`config.mk`:
```
export PLATFORM = sky130hd
export DESIGN_NAME = reg_read_port
export DESIGN_NICKNAME = d
export VERILOG_FILES = /design/src/rtl/reg_read_port.sv
export SDC_FILE = /design/constraint.sdc
export NUM_CORES = 1
export LEC_CHECK = 0
export CAP_MARGIN = 25
export CORE_MARGIN = 4
export CORE_UTILIZATION = 50
export DETAILED_ROUTE_END_ITERATION = 8
export DONT_BUFFER_PORTS = 1
export PLACE_DENSITY_LB_ADDON = 0.08
export SETUP_SLACK_MARGIN = 0.15
export SYNTH_ARGS = -nofsm -noshare
export SYNTH_HDL_FRONTEND = slang
export SYNTH_SLANG_ARGS = --single-unit
```
`constraint.sdc`:
```
create_clock -name clk -period 2.2 [get_ports clk]
set_input_delay 0.66 -clock clk [delete_from_list [all_inputs] [get_ports clk]]
set_output_delay 0.66 -clock clk [all_outputs]
set_load 0.01 [all_outputs]
```
`src/rtl/reg_read_port.sv`:
```
// reg_read_port: sequenced read port for a bank of registers sharing one read
// bitline. Requests are accepted on a valid/ready handshake and held one cycle
// in S1, where a one-hot read enable is driven and the bitline is sampled.
// Sampled results go into a 2-entry response FIFO.
//
// Handshakes: a transfer happens on a rising edge where valid && ready are
// both high. A producer holding valid keeps its payload stable. Ready never
// depends on the partner's valid in the same cycle. This holds on the request
// side (req_*) and on the response side (rsp_*).
module reg_read_port #(
    parameter int NREGS = 16,
    parameter int WIDTH = 4,
    parameter int AW    = 4
) (
    input  logic             clk,
    input  logic             rst,
    input  logic             req_valid,
    output logic             req_ready,
    input  logic [AW-1:0]    req_addr,
    output logic [NREGS-1:0] ren,
    input  logic [WIDTH-1:0] bitline,
    input  logic             wr_en,
    input  logic [AW-1:0]    wr_addr,
    input  logic [WIDTH-1:0] wr_data,
    output logic             rsp_valid,
    input  logic             rsp_ready,
    output logic [WIDTH-1:0] rsp_data,
    output logic [AW-1:0]    rsp_addr,
    output logic             rsp_err
);

    localparam logic [AW:0] NREGS_W = (AW+1)'(NREGS);

    // S1 stage: one in-flight read
    logic          s1_valid_q, s1_valid_d;
    logic [AW-1:0] s1_addr_q,  s1_addr_d;

    // Response FIFO storage and bookkeeping
    logic [WIDTH-1:0] q_data_q [2];
    logic [AW-1:0]    q_addr_q [2];
    logic             q_err_q  [2];
    logic             rd_ptr_q, rd_ptr_d;
    logic             wr_ptr_q, wr_ptr_d;
    logic [1:0]       count_q,  count_d;

    logic             s1_err;
    logic             accept;
    logic             push;
    logic             pop;
    logic [WIDTH-1:0] push_data;

    // Handshake, credit and push/pop decisions
    always_comb begin
        s1_err    = ({1'b0, s1_addr_q} >= NREGS_W);
        // The credit counts the in-flight S1 read, so a queue slot is always
        // reserved for it and the FIFO cannot overflow.
        req_ready = rst && (({1'b0, count_q} + {2'b00, s1_valid_q}) < 3'd2);
        accept    = req_valid && req_ready;
        rsp_valid = rst && (count_q != 2'd0);
        pop       = rsp_valid && rsp_ready;
        push      = s1_valid_q;
        // A write landing in the S1 cycle is not yet visible on the bitline,
        // so it is forwarded from the write port instead.
        if (s1_err) begin
            push_data = '0;
        end else if (wr_en && (wr_addr == s1_addr_q)) begin
            push_data = wr_data;
        end else begin
            push_data = bitline;
        end
        s1_valid_d = accept;
        s1_addr_d  = accept ? req_addr : s1_addr_q;
        wr_ptr_d   = push ? ~wr_ptr_q : wr_ptr_q;
        rd_ptr_d   = pop  ? ~rd_ptr_q : rd_ptr_q;
        count_d    = count_q + {1'b0, push} - {1'b0, pop};
    end

    // One-hot read enable for the S1 address; nothing for out-of-range or idle
    always_comb begin
        ren = '0;
        for (int i = 0; i < NREGS; i++) begin
            if (rst && s1_valid_q && !s1_err && (s1_addr_q == AW'(i))) begin
                ren[i] = 1'b1;
            end
        end
    end

    // Response outputs mirror the FIFO head and read as zero when empty
    always_comb begin
        rsp_data = '0;
        rsp_addr = '0;
        rsp_err  = 1'b0;
        if (rsp_valid) begin
            rsp_data = q_data_q[rd_ptr_q];
            rsp_addr = q_addr_q[rd_ptr_q];
            rsp_err  = q_err_q[rd_ptr_q];
        end
    end

    // Pipeline and FIFO state; reset drops every in-flight and queued read
    always_ff @(posedge clk) begin
        if (!rst) begin
            s1_valid_q <= 1'b0;
            s1_addr_q  <= '0;
            rd_ptr_q   <= 1'b0;
            wr_ptr_q   <= 1'b0;
            count_q    <= 2'd0;
        end else begin
            s1_valid_q <= s1_valid_d;
            s1_addr_q  <= s1_addr_d;
            rd_ptr_q   <= rd_ptr_d;
            wr_ptr_q   <= wr_ptr_d;
            count_q    <= count_d;
            if (push) begin
                q_data_q[wr_ptr_q] <= push_data;
                q_addr_q[wr_ptr_q] <= s1_addr_q;
                q_err_q[wr_ptr_q]  <= s1_err;
            end
        end
    end

endmodule

```
# Word level (Yosys, flattened, before mapping)
# Memory sizes are Yosys's and may differ from the RTL's. A register that Yosys moved wholly into a read port is not among the register bits.
# Index checks and enable logic that the tools add are counted.
[word_totals] register_bits=9 ram_bits=16 inputBits=21 out_inout_bits=27 mem_count=2
[classes] n_addsub=3 order_cmp=1 eq_ne=16 muxes=27 bitwise_logic=2 reduce_logical=24
[memory_table] name="q_addr_q" words=2 width=4 read_ports=1 rd_ports_with_merged_regs=1 write_ports=1 line="40" rtl="logic [AW-1:0] q_addr_q [2];"
[memory_table] name="q_data_q" words=2 width=4 read_ports=1 rd_ports_with_merged_regs=1 write_ports=1 line="39" rtl="logic [WIDTH-1:0] q_data_q [2];"
[op_table] cell="== test 4 bit, second input constant" n=8
[op_table] cell="two-way mux 1 bit" n=24
[op_table] cell="logical AND 1 bit" n=22
[op_table] cell="== test 4 x 3 -> 1 bit, second input constant" n=4
[op_table] cell="two-way mux 4 bit" n=3
[op_table] cell="== test 4 x 2 -> 1 bit, second input constant" n=2
[op_table] cell="== test 4 x 1 -> 1 bit, second input constant" n=1
[op_table] cell="== test 4 bit" n=1
[op_table] cell="logical NOT 4 bit" n=1
[op_table] cell="adder 2 x 1 -> 3 bit" n=1
[op_table] cell="less-than comparator 3 x 2 -> 1 bit, second input constant" n=1
[op_table] cell="adder 2 x 1 -> 2 bit" n=1
[op_table] cell="NOT 1 bit" n=2
[op_table] cell="nonzero test 2 bit" n=1
[op_table] cell="subtractor 2 x 1 -> 2 bit" n=1

# Depth between registers and ports, before layout
# Gate-level depths: netlist of the first run.
[depth] word_depth=5 ltp_mapped=9 mapped_depth_nobuf=9

# Worst setup path after synthesis of the first run
# OpenSTA, ideal clock, no wires.
[synth_timing] path_kind="input to output" from="in rst" to="out ren[0]" arrival_ps=1354 required_ps=1540 slack_ps=186 cell_stages=3 path_buffers=0 path_cell_list="nand2_1 or3_1 nor3_1"
[synth_via] elab_chain_len=3
[synth_lines] element="from (decl)" line="16" rtl="input logic rst,"
[synth_lines] element="logical AND 1 bit (2 in series)" line="82" rtl="if (rst && s1_valid_q && !s1_err && (s1_addr_q == AW'(i))) begin"
[synth_lines] element="two-way mux 1 bit" line="82"
[synth_lines] element="to (decl)" line="20" rtl="output logic [NREGS-1:0] ren,"
# No other way between the ends.

# Worst setup path after layout of the first run
[layout_timing] from="reg s1_addr_q[0]" to="out ren[0]"
[layout_via] elab_chain_len=3
[layout_lines] element="from (decl)" line="36" rtl="logic [AW-1:0] s1_addr_q, s1_addr_d;"
[layout_lines] element="from (signal assigned)" line="110" rtl="s1_addr_q <= s1_addr_d;"
[layout_lines] element="logical NOT 4 bit" line="82"
[layout_lines] element="logical AND 1 bit" line="82"
[layout_lines] element="two-way mux 1 bit" line="82"
# No other way between the ends.

==> run_results.csv, run 1 <==
group,metric,value,unit
worst_setup_path,crit_path_cell_trace,"or3_4 > nor3_2 > buf_4",
global_route,grt_pass1_vias,889,
sta,tns,0,ps
synthesis,synthTopCellsByArea,"edfxtp_1, dfxtp_1, mux2i_1",
clock_network,root_buffer,"clkbuf_4",
sta,clock_skew,4.90,ps
synthesis,netlist.area_leader.share,0.382,
worst_setup_path,timing.rr.start,"count_q[1]$_SDFF_PN0_",
route,top_layer,"met4",
synthesis,yosysTopAreaCell,"edfxtp_1",
clock_network,clock_path_buffers,2,
worst_setup_path,cp-start-kind,"register",
clock_network,clk_latency,310,ps
floorplanning,start_util,0.547,
sta,period_needed,2010,ps
floorplanning,dieHeight,58.2,um
sta,period_share,0.913,
synthesis,synth-seq-cells,26,
floorplanning,rows,17,
synthesis,synthesis.nets,136,
route,vias,824,
route,drc,0,
worst_setup_path,crit_end,"ren[0]",
floorplanning,io_pins,48,
sta,slew_violations,0,
global_route,grt_max_degree,15,
worst_setup_path,critical_path_buf_inv_count,1,
finish,num_antenna_cells,0,
worst_setup_path,slowest_stage,"or3_4",
worst_setup_path,r2r_setup_slack,450,ps
power,p_total,0.999,mW
power,powerDensity,711,nW/um^2
finish,final_layout_size_suffix_gt1_frac,0.266,
worst_setup_path,path_delay_family,"simple AND/OR/NAND/NOR gates",
clock_network,numCtsBuffers,3,
sta,finalSetupViolCount,0,
power,ir_drop,382,uV
finish,final_cells,152,
synthesis,yosys.cell_types.count,27,
worst_setup_path,cp-startpoint,"s1_addr_q[0]$_SDFFE_PN0P_",
placement,io_buffer_count,0,
worst_setup_path,crit_fanout,5,
placement,place_hpwl,1.75,mm
route,wl_met3,189,um
floorplanning,core,2300,um^2
finish,area_growth,11.7,%
synthesis,syn_inst,113,
floorplanning,die_area,3380,um^2
worst_setup_path,worstReg2RegEnd,"count_q[1]$_SDFF_PN0_",
clock_network,tritoncts,"built",
placement,place_inst,142,
synthesis,syn-cell-area,1260,um^2
route,wl_met2,1.15,mm
clock_network,cts.sinks,26,
synthesis,syn_area_per_cell,11.1,um^2
synthesis,synth_warnings,0,
worst_setup_path,end_kind,"output pin",
worst_hold_path,hold_class,"input port to register",
finish,utilization,0.612,
route,wl_met1,972,um
floorplanning,die_w,58.2,um
power,leakagePower,0.521,nW
run_status,status,"finished clean",
route,routed_via_density,5.42,
placement,gp_congestion,0.709,
worst_setup_path,worstPathRequired,1540,ps
route,wirelength,2.37,mm
clock_network,path_clk_slew,120,ps
route,final_antenna_net_count,0,
finish,finalNetCount,148,
worst_setup_path,cp.depth,3,
clock_network,cts-htree-levels,1,
global_route,overflow,0,
route,wl_per_cell,15.6,um
global_route,grt_pass1_wl,4.06,mm
worst_hold_path,hold_path_startpoint,"rst",
sta,grt_setup_unrepaired,"yes",
worst_setup_path,cp.arrival,1350,ps
worst_setup_path,slowest_delay,410,ps
route,first_pass_iters,3,
route,drt-initial-drc-count,25,
worst_setup_path,crit_type,"register to output pin",
sta,max_freq,498,MHz
flow_run,cap_violations,0,
global_route,grtUsageTotal,0.159,
worst_setup_path,rr_worst_depth,9,
clock_network,ctsHoldBuffers,0,
global_route,antenna_found_initial,0,
sta,hold_viol,0,
synthesis,ys_seq_area_frac,0.541,
[state kept, by name (all words and copies together) (netlist names), named ones only]
register	flops
q_data_q	8
s1_addr_q	4
q_addr_q	8
rd_ptr_q	1
push	1
wr_ptr_q	1
count_q	2
[layout make-up]
cell class | count | area, um^2
clock buffer | 4 | 26.3
fill | 192 | 892
inverter | 5 | 18.8
multi-input combinational | 77 | 542
sequential | 26 | 693
tap | 28 | 35.0
timing repair buffer | 12 | 90.1
[cells in the mapped netlist]
master,count
nor2_1,30
edfxtp_1,16
mux2i_1,12
dfxtp_1,10
inv_1,4
mux2_2,4
nand2_1,4
nor3_1,4
xnor2_1,4
xor2_1,4
buf_2,3
ha_1,2
nand2b_1,2
a2111oi_4,1
a211oi_1,1
and2_1,1
and2_2,1
and3_2,1
buf_4,1
clkbuf_1,1
conb_1,1
inv_2,1
nand4_1,1
nand4b_1,1
nor4_4,1
o21ai_2,1
or3_1,1
[power by group]
| group | switching (mW) | internal (mW) |
|---|---|---|
| logic | 0.108 | 0.0966 |
| clock network | 0.129 | 0.0709 |
| registers | 0.0396 | 0.555 |
| total | 0.277 | 0.723 |
[routing by layer]
layer	track usage	vias up
met3	0.0356	5
met1	0.194	379
met5	0	-
li1	-	403
met4	0.0795	0
met2	0.265	37
[how the worst min path moves through the flow]
stage | endpoint | slack (ps) | cells after the start
after floorplan | q_addr_q[0][2]$_DFFE_PP_ | 420 | 0
after global placement | rd_ptr_q$_SDFFE_PN0P_ | 500 | 2
after detailed placement | register | 510 | 2
after CTS | count_q[0]$_SDFF_PN0_ | 460 | 1
after global routing | count_q[0]$_SDFF_PN0_ | 450 | 1
final | count_q[0]$_SDFF_PN0_ | 480 | 1
[per-stage QoR]
stage / setup WS (ps) / cell area, um^2 / hold WS [ps]
2_1_floorplan: 186 / 1260 / 420
3_3_place_gp: 132 / 1310 / 496
3_5_place_dp: 139 / 1310 / 509
4_1_cts: 161 / 1400 / 462
5_1_grt: 78.1 / 1410 / 445
6_report: 191 / 1410 / 475
[logic make-up (layout without fill, tap and decap cells)]
logic type      after synthesis  in the layout  share of synthesized area
compound gates                3              3                     0.0348
xor+xnor                      8              8                     0.0557
fa+ha+maj                     2              2                     0.0199
buf+inv                      10             21                     0.0358
flops                        26             26                      0.541
mux                          16             16                      0.131
other cells                   1              1                    0.00298
simple gates                 47             47                      0.178
[cell usage in the layout (no fill, tap or decap), types with 2 or more instances in the layout]
| cell type | instances |
|---|---|
| nor2_1 | 30 |
| edfxtp_1 | 16 |
| mux2i_1 | 12 |
| buf_4 | 12 |
| inv_1 | 4 |
| xor2_1 | 4 |
| xnor2_1 | 4 |
| nand2_1 | 4 |
| mux2_2 | 4 |
| dfxtp_2 | 4 |
| dfxtp_1 | 4 |
| nor3_1 | 3 |
| clkbuf_4 | 3 |
| nand2b_1 | 2 |
| ha_1 | 2 |
| dfxtp_4 | 2 |
[repair_timing]
item	4_1_cts	5_1_grt
endpoints found under the hold margin	0	0
resized for setup	6	4
setup buffers	6	0
setup endpoints to repair	6	19
gates cloned	0	0
pin swaps	0	0
(Power assumes the default switching activity.)
==> run 2, diff against run 1 <==
- CTS_CLUSTER_SIZE: default -> 10
==> results of run 2 <==
The final DEF is identical to that of run 1; final timing and power are the same.
